$ cat src/rtl/axi4_master_engine.sv
// AXI4 burst initiator: takes one command at a time and runs a single INCR
// write (AW/W/B) or read (AR/R) burst, streaming beats to/from the user port.
module axi4_master_engine #(
   parameter int unsigned DATA_WIDTH = 32,
   parameter int unsigned ADDR_WIDTH = 16
) (
   input  logic                    clk,
   input  logic                    rst,
   input  logic                    cmd_valid,
   output logic                    cmd_ready,
   input  logic                    cmd_write,
   input  logic [ADDR_WIDTH-1:0]   cmd_addr,
   input  logic [7:0]              cmd_len,
   input  logic [DATA_WIDTH-1:0]   wr_data,
   input  logic                    wr_valid,
   output logic                    wr_ready,
   output logic [DATA_WIDTH-1:0]   rd_data,
   output logic                    rd_valid,
   input  logic                    rd_ready,
   output logic                    done_valid,
   output logic [1:0]              done_resp,
   output logic                    done_err,
   output logic [ADDR_WIDTH-1:0]   awaddr,
   output logic [7:0]              awlen,
   output logic [2:0]              awsize,
   output logic [1:0]              awburst,
   output logic                    awvalid,
   input  logic                    awready,
   output logic [DATA_WIDTH-1:0]   wdata,
   output logic [DATA_WIDTH/8-1:0] wstrb,
   output logic                    wlast,
   output logic                    wvalid,
   input  logic                    wready,
   input  logic [1:0]              bresp,
   input  logic                    bvalid,
   output logic                    bready,
   output logic [ADDR_WIDTH-1:0]   araddr,
   output logic [7:0]              arlen,
   output logic [2:0]              arsize,
   output logic [1:0]              arburst,
   output logic                    arvalid,
   input  logic                    arready,
   input  logic [DATA_WIDTH-1:0]   rdata,
   input  logic [1:0]              rresp,
   input  logic                    rlast,
   input  logic                    rvalid,
   output logic                    rready
);

   localparam int unsigned STRB_W = DATA_WIDTH / 8;
   localparam int unsigned SIZE   = $clog2(STRB_W);
   localparam int unsigned PAGE   = 4096;

   localparam logic [2:0] S_IDLE  = 3'd0;
   localparam logic [2:0] S_AW    = 3'd1;
   localparam logic [2:0] S_WDAT  = 3'd2;
   localparam logic [2:0] S_BRESP = 3'd3;
   localparam logic [2:0] S_AR    = 3'd4;
   localparam logic [2:0] S_RDAT  = 3'd5;
   localparam logic [2:0] S_DONE  = 3'd6;

   logic [2:0]            state_q, state_d;
   logic [ADDR_WIDTH-1:0] addr_q;
   logic [7:0]            len_q;
   logic [7:0]            beat_q;
   logic [1:0]            resp_q;
   logic                  err_q;

   logic        cmd_fire;
   logic        w_fire;
   logic        r_fire;
   logic        b_fire;
   logic        beat_last;
   logic        page_err;
   logic [31:0] page_end;

   // Byte offset just past the burst, relative to the start of its 4KB page
   assign page_end  = (32'(cmd_addr) & 32'(PAGE - 1))
                    + (32'(cmd_len) + 32'd1) * 32'(STRB_W);
   assign page_err  = page_end > 32'(PAGE);

   assign cmd_fire  = cmd_valid && (state_q == S_IDLE);
   assign w_fire    = wvalid && wready;
   assign r_fire    = rd_valid && rd_ready;
   assign b_fire    = bvalid && (state_q == S_BRESP);
   assign beat_last = beat_q == len_q;

   assign cmd_ready  = state_q == S_IDLE;
   assign done_valid = state_q == S_DONE;
   assign done_resp  = resp_q;
   assign done_err   = err_q;

   assign awvalid = state_q == S_AW;
   assign awaddr  = addr_q;
   assign awlen   = len_q;
   assign awsize  = 3'(SIZE);
   assign awburst = 2'b01;

   assign arvalid = state_q == S_AR;
   assign araddr  = addr_q;
   assign arlen   = len_q;
   assign arsize  = 3'(SIZE);
   assign arburst = 2'b01;

   // W and R are pass-throughs, gated so nothing leaks outside the data phase
   assign wvalid   = (state_q == S_WDAT) && wr_valid;
   assign wr_ready = (state_q == S_WDAT) && wready;
   assign wdata    = wr_data;
   assign wstrb    = '1;
   assign wlast    = (state_q == S_WDAT) && beat_last;
   assign bready   = state_q == S_BRESP;

   assign rready   = (state_q == S_RDAT) && rd_ready;
   assign rd_valid = (state_q == S_RDAT) && rvalid;
   assign rd_data  = rdata;

   always_comb begin
      state_d = state_q;
      case (state_q)
         S_IDLE: begin
            if (cmd_fire) begin
               if (page_err)       state_d = S_DONE;
               else if (cmd_write) state_d = S_AW;
               else                state_d = S_AR;
            end
         end
         S_AW:    if (awready) state_d = S_WDAT;
         S_WDAT:  if (w_fire && beat_last) state_d = S_BRESP;
         S_BRESP: if (bvalid) state_d = S_DONE;
         S_AR:    if (arready) state_d = S_RDAT;
         S_RDAT:  if (r_fire && (beat_last || rlast)) state_d = S_DONE;
         S_DONE:  state_d = S_IDLE;
         default: state_d = S_IDLE;
      endcase
   end

   always_ff @(posedge clk) begin
      if (rst) begin
         state_q <= S_IDLE;
         addr_q  <= '0;
         len_q   <= '0;
         beat_q  <= '0;
         resp_q  <= '0;
         err_q   <= 1'b0;
      end else begin
         state_q <= state_d;
         if (cmd_fire) begin
            addr_q <= cmd_addr;
            len_q  <= cmd_len;
            beat_q <= '0;
            resp_q <= page_err ? 2'b10 : 2'b00;
            err_q  <= page_err;
         end
         if (w_fire) beat_q <= beat_q + 8'd1;
         if (b_fire) resp_q <= bresp;
         if (r_fire) begin
            beat_q <= beat_q + 8'd1;
            if (rresp > resp_q) resp_q <= rresp;
            // rlast must coincide exactly with the final counted beat
            if (rlast != beat_last) err_q <= 1'b1;
         end
      end
   end

endmodule

$ cat config.mk
export PLATFORM = sky130hd
export DESIGN_NAME = axi4_master_engine
export DESIGN_NICKNAME = d
export VERILOG_FILES = /design/src/rtl/axi4_master_engine.sv
export SDC_FILE = /design/constraint.sdc
export NUM_CORES = 1
export LEC_CHECK = 0
export CORE_UTILIZATION = 31
export DETAILED_ROUTE_END_ITERATION = 6
export PLACE_DENSITY = 0.78
export SLEW_MARGIN = 20
export SYNTH_ARGS = -nofsm -noshare
export SYNTH_HDL_FRONTEND = slang
export SYNTH_SLANG_ARGS = --single-unit
$ cat constraint.sdc
create_clock -name clk -period 2.7 [get_ports clk]
set_input_delay 0.405 -clock clk [delete_from_list [all_inputs] [get_ports clk]]
set_output_delay 0.405 -clock clk [all_outputs]
set_load 0.005 [all_outputs]
After elaboration in Yosys (flattened, before gate mapping). Cells that the tools add are included.

Register bits: 38. Input port bits: 104. Output and inout bits: 139. Logic and storage cells: 60.

$add $sub $neg: 3. Magnitude comparators: 2. Eq/ne operators: 14. Muxes and demuxes: 20. Reductions and logical operators: 15.

Operators with widths (number): two-way mux 3 bit (8); two-way mux 8 bit (3); one-hot mux 3 bit (6 select lines) (1); adder 12 x 11 -> 13 bit (1); greater-than comparator 13 bit (second input constant) (1); logical AND 1 bit (11); two-way mux 2 bit (5); inequality test 2 x 1 -> 1 bit (second input constant) (5); adder 8 x 1 -> 9 bit (second input constant) (1); == test 3 bit (second input constant) (3); adder 8 x 1 -> 8 bit (second input constant) (1); == test 8 bit (1); == test 3 x 2 -> 1 bit (second input constant) (2); AND reduction 6 bit (1); == test 3 x 1 -> 1 bit (second input constant) (1); zero test 3 bit (1); two-way mux 1 bit (3); nonzero test 3 bit (1); greater-than comparator 2 bit (1); inequality test 2 bit (second input constant) (1); logical OR 1 bit (1); inequality test 1 bit (1).

Logic depth before layout (Yosys ltp).
Word-level depth: 8. Depth in mapped cells: 11. Gate-level depth less buffers: 11.

Worst setup path before layout. Ideal clock, no wire load.

Kind: input to register. Start point: input cmd_len[4]. End point: register state_q[1]. Library setup time: 136 ps. Arrival time: 2628 ps. Data required time: 2564 ps. Slack: -64 ps. Stages on the path: 11. Path buffers: 0. Cell sequence: and3_1 > nand3_1 > or2_2 > xnor2_1 > ha_1 > o21a_1 > nor2_1 > a2111oi_0 > a22oi_1 > o41ai_4 > o32ai_1.

Word-level cells in the longest chain between the ends: 6.

Ends and longest elaborated chain: from (decl) (line 13) `input logic [7:0] cmd_len,`; adder 8 x 1 -> 9 bit (line 79) `+ (32'(cmd_len) + 32'd1) * 32'(STRB_W);`; adder 12 x 11 -> 13 bit (line 79); greater-than comparator 13 bit (line 80) `assign page_err = page_end > 32'(PAGE);`; two-way mux 3 bit (line 122) `if (page_err) state_d = S_DONE;`; two-way mux 3 bit (line 121) `if (cmd_fire) begin`; one-hot mux 3 bit (6 select lines) (line 119) `case (state_q)`; to (signal assigned) (line 146) `state_q <= state_d;`; to (decl) (line 62) `logic [2:0] state_q, state_d;`.

No other way between the ends. The select of a mux whose other input is x is not followed. A chain may end at the register's enable or synchronous reset.

Worst setup path after layout.
Start point: input cmd_addr[3]. End point: register state_q[0].

Word-level cells in the longest chain between the ends: 5.

Ends and longest elaborated chain: from (decl) (line 12) `input logic [ADDR_WIDTH-1:0] cmd_addr,`; adder 12 x 11 -> 13 bit (line 79); greater-than comparator 13 bit (line 80); two-way mux 3 bit (line 122); two-way mux 3 bit (line 121); one-hot mux 3 bit (6 select lines) (line 119).

No other way between the ends. The select of a mux whose other input is x is not followed.

==> reports/summary.txt <==
================================================================================
Switching power                                                      0.0009070 W
Setup CP Type                                                          in -> reg
Combinational share of power                                               47.5%
Io pins                                                                      243
Sequential Power Share                                                     30.0%
First-pass DRT Iterations                                                      4
Wire length on met1                                                      3593 µm
Cell with the most instances after synthesis                        sky130_fd_sc_hd__buf_4
H-tree level count                                                             2
# port buffers                                                               100
Reg-to-reg endpoint                                                 state_q[0]$_SDFFE_PP0P_
Final WS setup                                                        0.05586 ns
Largest cells by area after synthesis                               sky130_fd_sc_hd__buf_4, sky130_fd_sc_hd__dfxtp_1, sky130_fd_sc_hd__nand2_1, sky130_fd_sc_hd__a21oi_1, sky130_fd_sc_hd__ha_1
Total of warnings raised by yosys                                              0
Total length of routed wires                                             8589 µm
Net switching share of the total power                                    35.00%
Number of buffers between clock root and the deepest sink                      2
Share of post-route cells with drive strength above 1                     19.43%
Most used flip-flop cell after synthesis                            sky130_fd_sc_hd__dfxtp_1
Clock power share                                                          22.5%
Library cell with the largest summed area after synthesis           sky130_fd_sc_hd__buf_4
Die height                                                              104.0 µm
Reg-to-reg startpoint                                               arlen[3]$_SDFFE_PP0P_
Fraction of post-synthesis cell area in the top cell type by area         23.95%
Post-synthesis to final-layout area growth                                31.47%
DRC viols                                                                      0
Routed vias                                                                 2824
Detailed Place HPWL                                                      6547 µm
Arrival time of data at the critical path endpoint                       2.83 ns
Leakage                                                                 1.623 nW
Crit path time final                                                    2.644 ns
Internal power                                                        0.001684 W
Area enclosed by the die boundary                                    0.01083 mm²
Post-synthesis cell type count                                                52
Unrepaired setup endpoints after global routing                              yes
Final setup vio count                                                          0
Core area                                                           0.009955 mm²
Pre-CTS WS                                                            -0.7998 ns
Clock network latency to the later pin of the worst-skew pair            0.30 ns
Type of the most critical hold path                                   reg -> reg
Critical Path Fanout Max                                                       5
Top cells by count, synth                                           sky130_fd_sc_hd__buf_4, sky130_fd_sc_hd__nand2_1, sky130_fd_sc_hd__a21oi_1
Congestion Overflow GR                                                         0
Buffer type at the clock tree root                                  sky130_fd_sc_hd__clkbuf_8
Worst hold path stage count                                                    2
Power per cell area                                                 610.5 mW/mm²
Relative slew slack                                                       60.09%
Clock tree from TritonCTS                                                    yes
Mapped Avg Cell Area                                                   7.686 µm²
Detailed-routed wire length on met3                                       435 µm
Hold Vio Cnt, Final                                                            0
Worst setup EP type                                                    flip-flop
Fraction of the yosys area taken by sequential cells                      23.57%
F_max                                                                  378.2 MHz
Global routing usage summed across all routing layers                     14.99%
Drt via density                                                            4.778
Filler instances                                                             958
Cell area reported after detailed placement                         0.003856 mm²
Share of synthesized registers carrying an async set or reset                 0%
Placement row count                                                           36
#FFs+latches synth                                                            38
Initial Util                                                              32.43%
Worst reg-to-reg path cell count                                              11
Final routed wire length divided by cell count                          14.53 µm
Largest net degree at the start of global routing                             30
Number of antenna violations at the first check in global routing              0
Data required time at the worst endpoint                                 2.88 ns
Starting DRT DRC Count                                                       113
Hold EP                                                             araddr[13]$_SDFFE_PP0P_
Width of the die                                                        104.0 µm
Clk_skew                                                              0.01175 ns
Count of flip-flops with a built-in enable after synthesis                     0
Count of maximum capacitance violations                                        0
Reg2Reg Setup Slack                                                      0.46 ns
Worst-path clk slew                                                      0.09 ns
Global-route wire length before repair                                  13500 µm
Critical Path Source Type                                              input pin
Routed length on met2                                                    4435 µm
Worst-Margin Slew                                                      0.5987 ns
Cts bufs inserted                                                              5
Synthesized instance count                                                   420
RD Place Congestion                                                       0.8187
Ant. Diodes                                                                    0
Syn Std Cell Area                                                   0.003228 mm²
Tcrit/Tclk final                                                          97.93%
Design Area, Final                                                  0.004244 mm²
Clock sink count                                                              38
Vias in the first global route                                              2845
Top layer in use                                                            met4
Count of pins over their slew limit                                            0
Peak VDD IR                                                             271.9 µV
Outcome                                                                completed
Final net count                                                              577
Worst hold path startpoint                                          araddr[13]$_SDFFE_PP0P_
DRT antenna net count                                                          0
================================================================================
-- per-layer routing --
| layer | global-route usage (%) | vias up |
|---|---|---|
| met5 | 0 | - |
| met4 | 4.490 | 0 |
| met3 | 3.133 | 19 |
| met2 | 28.10 | 86 |
| met1 | 16.83 | 1332 |
| li1 | - | 1387 |
-- registers in the layout, summed over array words and instances, names as in the netlist --
signal / cells
araddr: 16
done_err: 1
beat_q: 8
arlen: 8
state_q: 3
done_resp: 2
-- final cells by class --
type / count / area [µm²] / share of cell area (%)
inverters: 10 / 37.54 / 0.8844
flip-flops and latches: 38 / 760.7 / 17.92
clock buffers: 5 / 68.82 / 1.621
well taps: 133 / 166.4 / 3.921
clock inverters: 3 / 68.82 / 1.621
repair buffers: 135 / 1264 / 29.78
multi-input cells: 267 / 1878 / 44.25
-- layout by cell type, fill, tap and decap left out, types with 8 or more instances in the layout --
cell                              instances
sky130_fd_sc_hd__conb_1                  14
sky130_fd_sc_hd__xnor2_1                 11
sky130_fd_sc_hd__nor3_1                  11
sky130_fd_sc_hd__dfxtp_1                 38
sky130_fd_sc_hd__nand2_1                 60
sky130_fd_sc_hd__nor2_1                  16
sky130_fd_sc_hd__inv_1                    8
sky130_fd_sc_hd__a21oi_1                 39
sky130_fd_sc_hd__buf_4                   33
sky130_fd_sc_hd__clkdlybuf4s50_1         92
-- repair_timing --
| action | 4_1_cts | 5_1_grt |
|---|---|---|
| endpoints found under the setup margin | 5 | 5 |
| pin swaps | 15 | 12 |
| hold buffers | 0 | 0 |
| setup buffers | 2 | 0 |
| resized for setup | 44 | 20 |
-- metrics by stage --
stage	util (%)	hold slack [ns]	std cells	power [W]	TNS, ns
floorplan	-	0.4658	432	0.001514	0
global placement	38.74	0.4596	581	0.001907	-3.474
detailed placement	38.74	0.4655	581	0.001943	-3.831
CTS	41.73	0.4772	591	0.002590	0
global route	42.63	0.5032	591	0.002755	-0.08533
finish	42.63	0.4768	591	0.002591	0
-- power by group through the flow --
stage          combinational, W  sequential [W]  clock [W]
3_3_place_gp            0.00112        0.000783          0
4_1_cts                 0.00122        0.000778   0.000594
2_1_floorplan          0.000778        0.000735          0
5_1_grt                 0.00135        0.000793   0.000615
6_report                0.00123        0.000778   0.000582
3_5_place_dp            0.00115        0.000792          0
-- how the worst max path moves through the flow --
stage	startpoint	to	slack, ns	depth (start not counted)
CTS	cmd_len[0]	state_q[2]$_SDFFE_PP0P_	0.003	13
global placement	cmd_len[0]	state_q[2]$_SDFFE_PP0P_	-0.71	13
floorplan	cmd_len[4]	state_q[1]$_SDFFE_PP0P_	0.03	11
finish	cmd_addr[3]	state_q[0]$_SDFFE_PP0P_	0.06	9
detailed placement	cmd_len[0]	state_q[2]$_SDFFE_PP0P_	-0.80	13
global route	cmd_len[1]	state_q[2]$_SDFFE_PP0P_	-0.03	13
-- cells by family (layout without fill, tap and decap cells) --
family,after synthesis,count (layout),synth area share (%)
XOR/XNOR,20,20,5.426
flip-flops,38,38,23.57
adder cells (fa/ha/maj),16,16,6.434
multiplexers,3,3,0.9690
AO/OA/AOI/OAI,82,82,16.94
buffers and inverters,127,153,26.94
other,2,14,0.2326
AND/OR/NAND/NOR,132,132,19.50
-- critical path: stages --
cell                              delay, ns
sky130_fd_sc_hd__clkdlybuf4s50_1       0.48
sky130_fd_sc_hd__fa_2                  0.42
sky130_fd_sc_hd__or2_2                 0.31
sky130_fd_sc_hd__a31o_2                0.25
sky130_fd_sc_hd__a22o_1                0.26
sky130_fd_sc_hd__a31oi_4               0.20
sky130_fd_sc_hd__o41ai_4               0.10
sky130_fd_sc_hd__buf_4                 0.16
sky130_fd_sc_hd__a211o_1               0.24
Power figures use the tool's default switching activity.
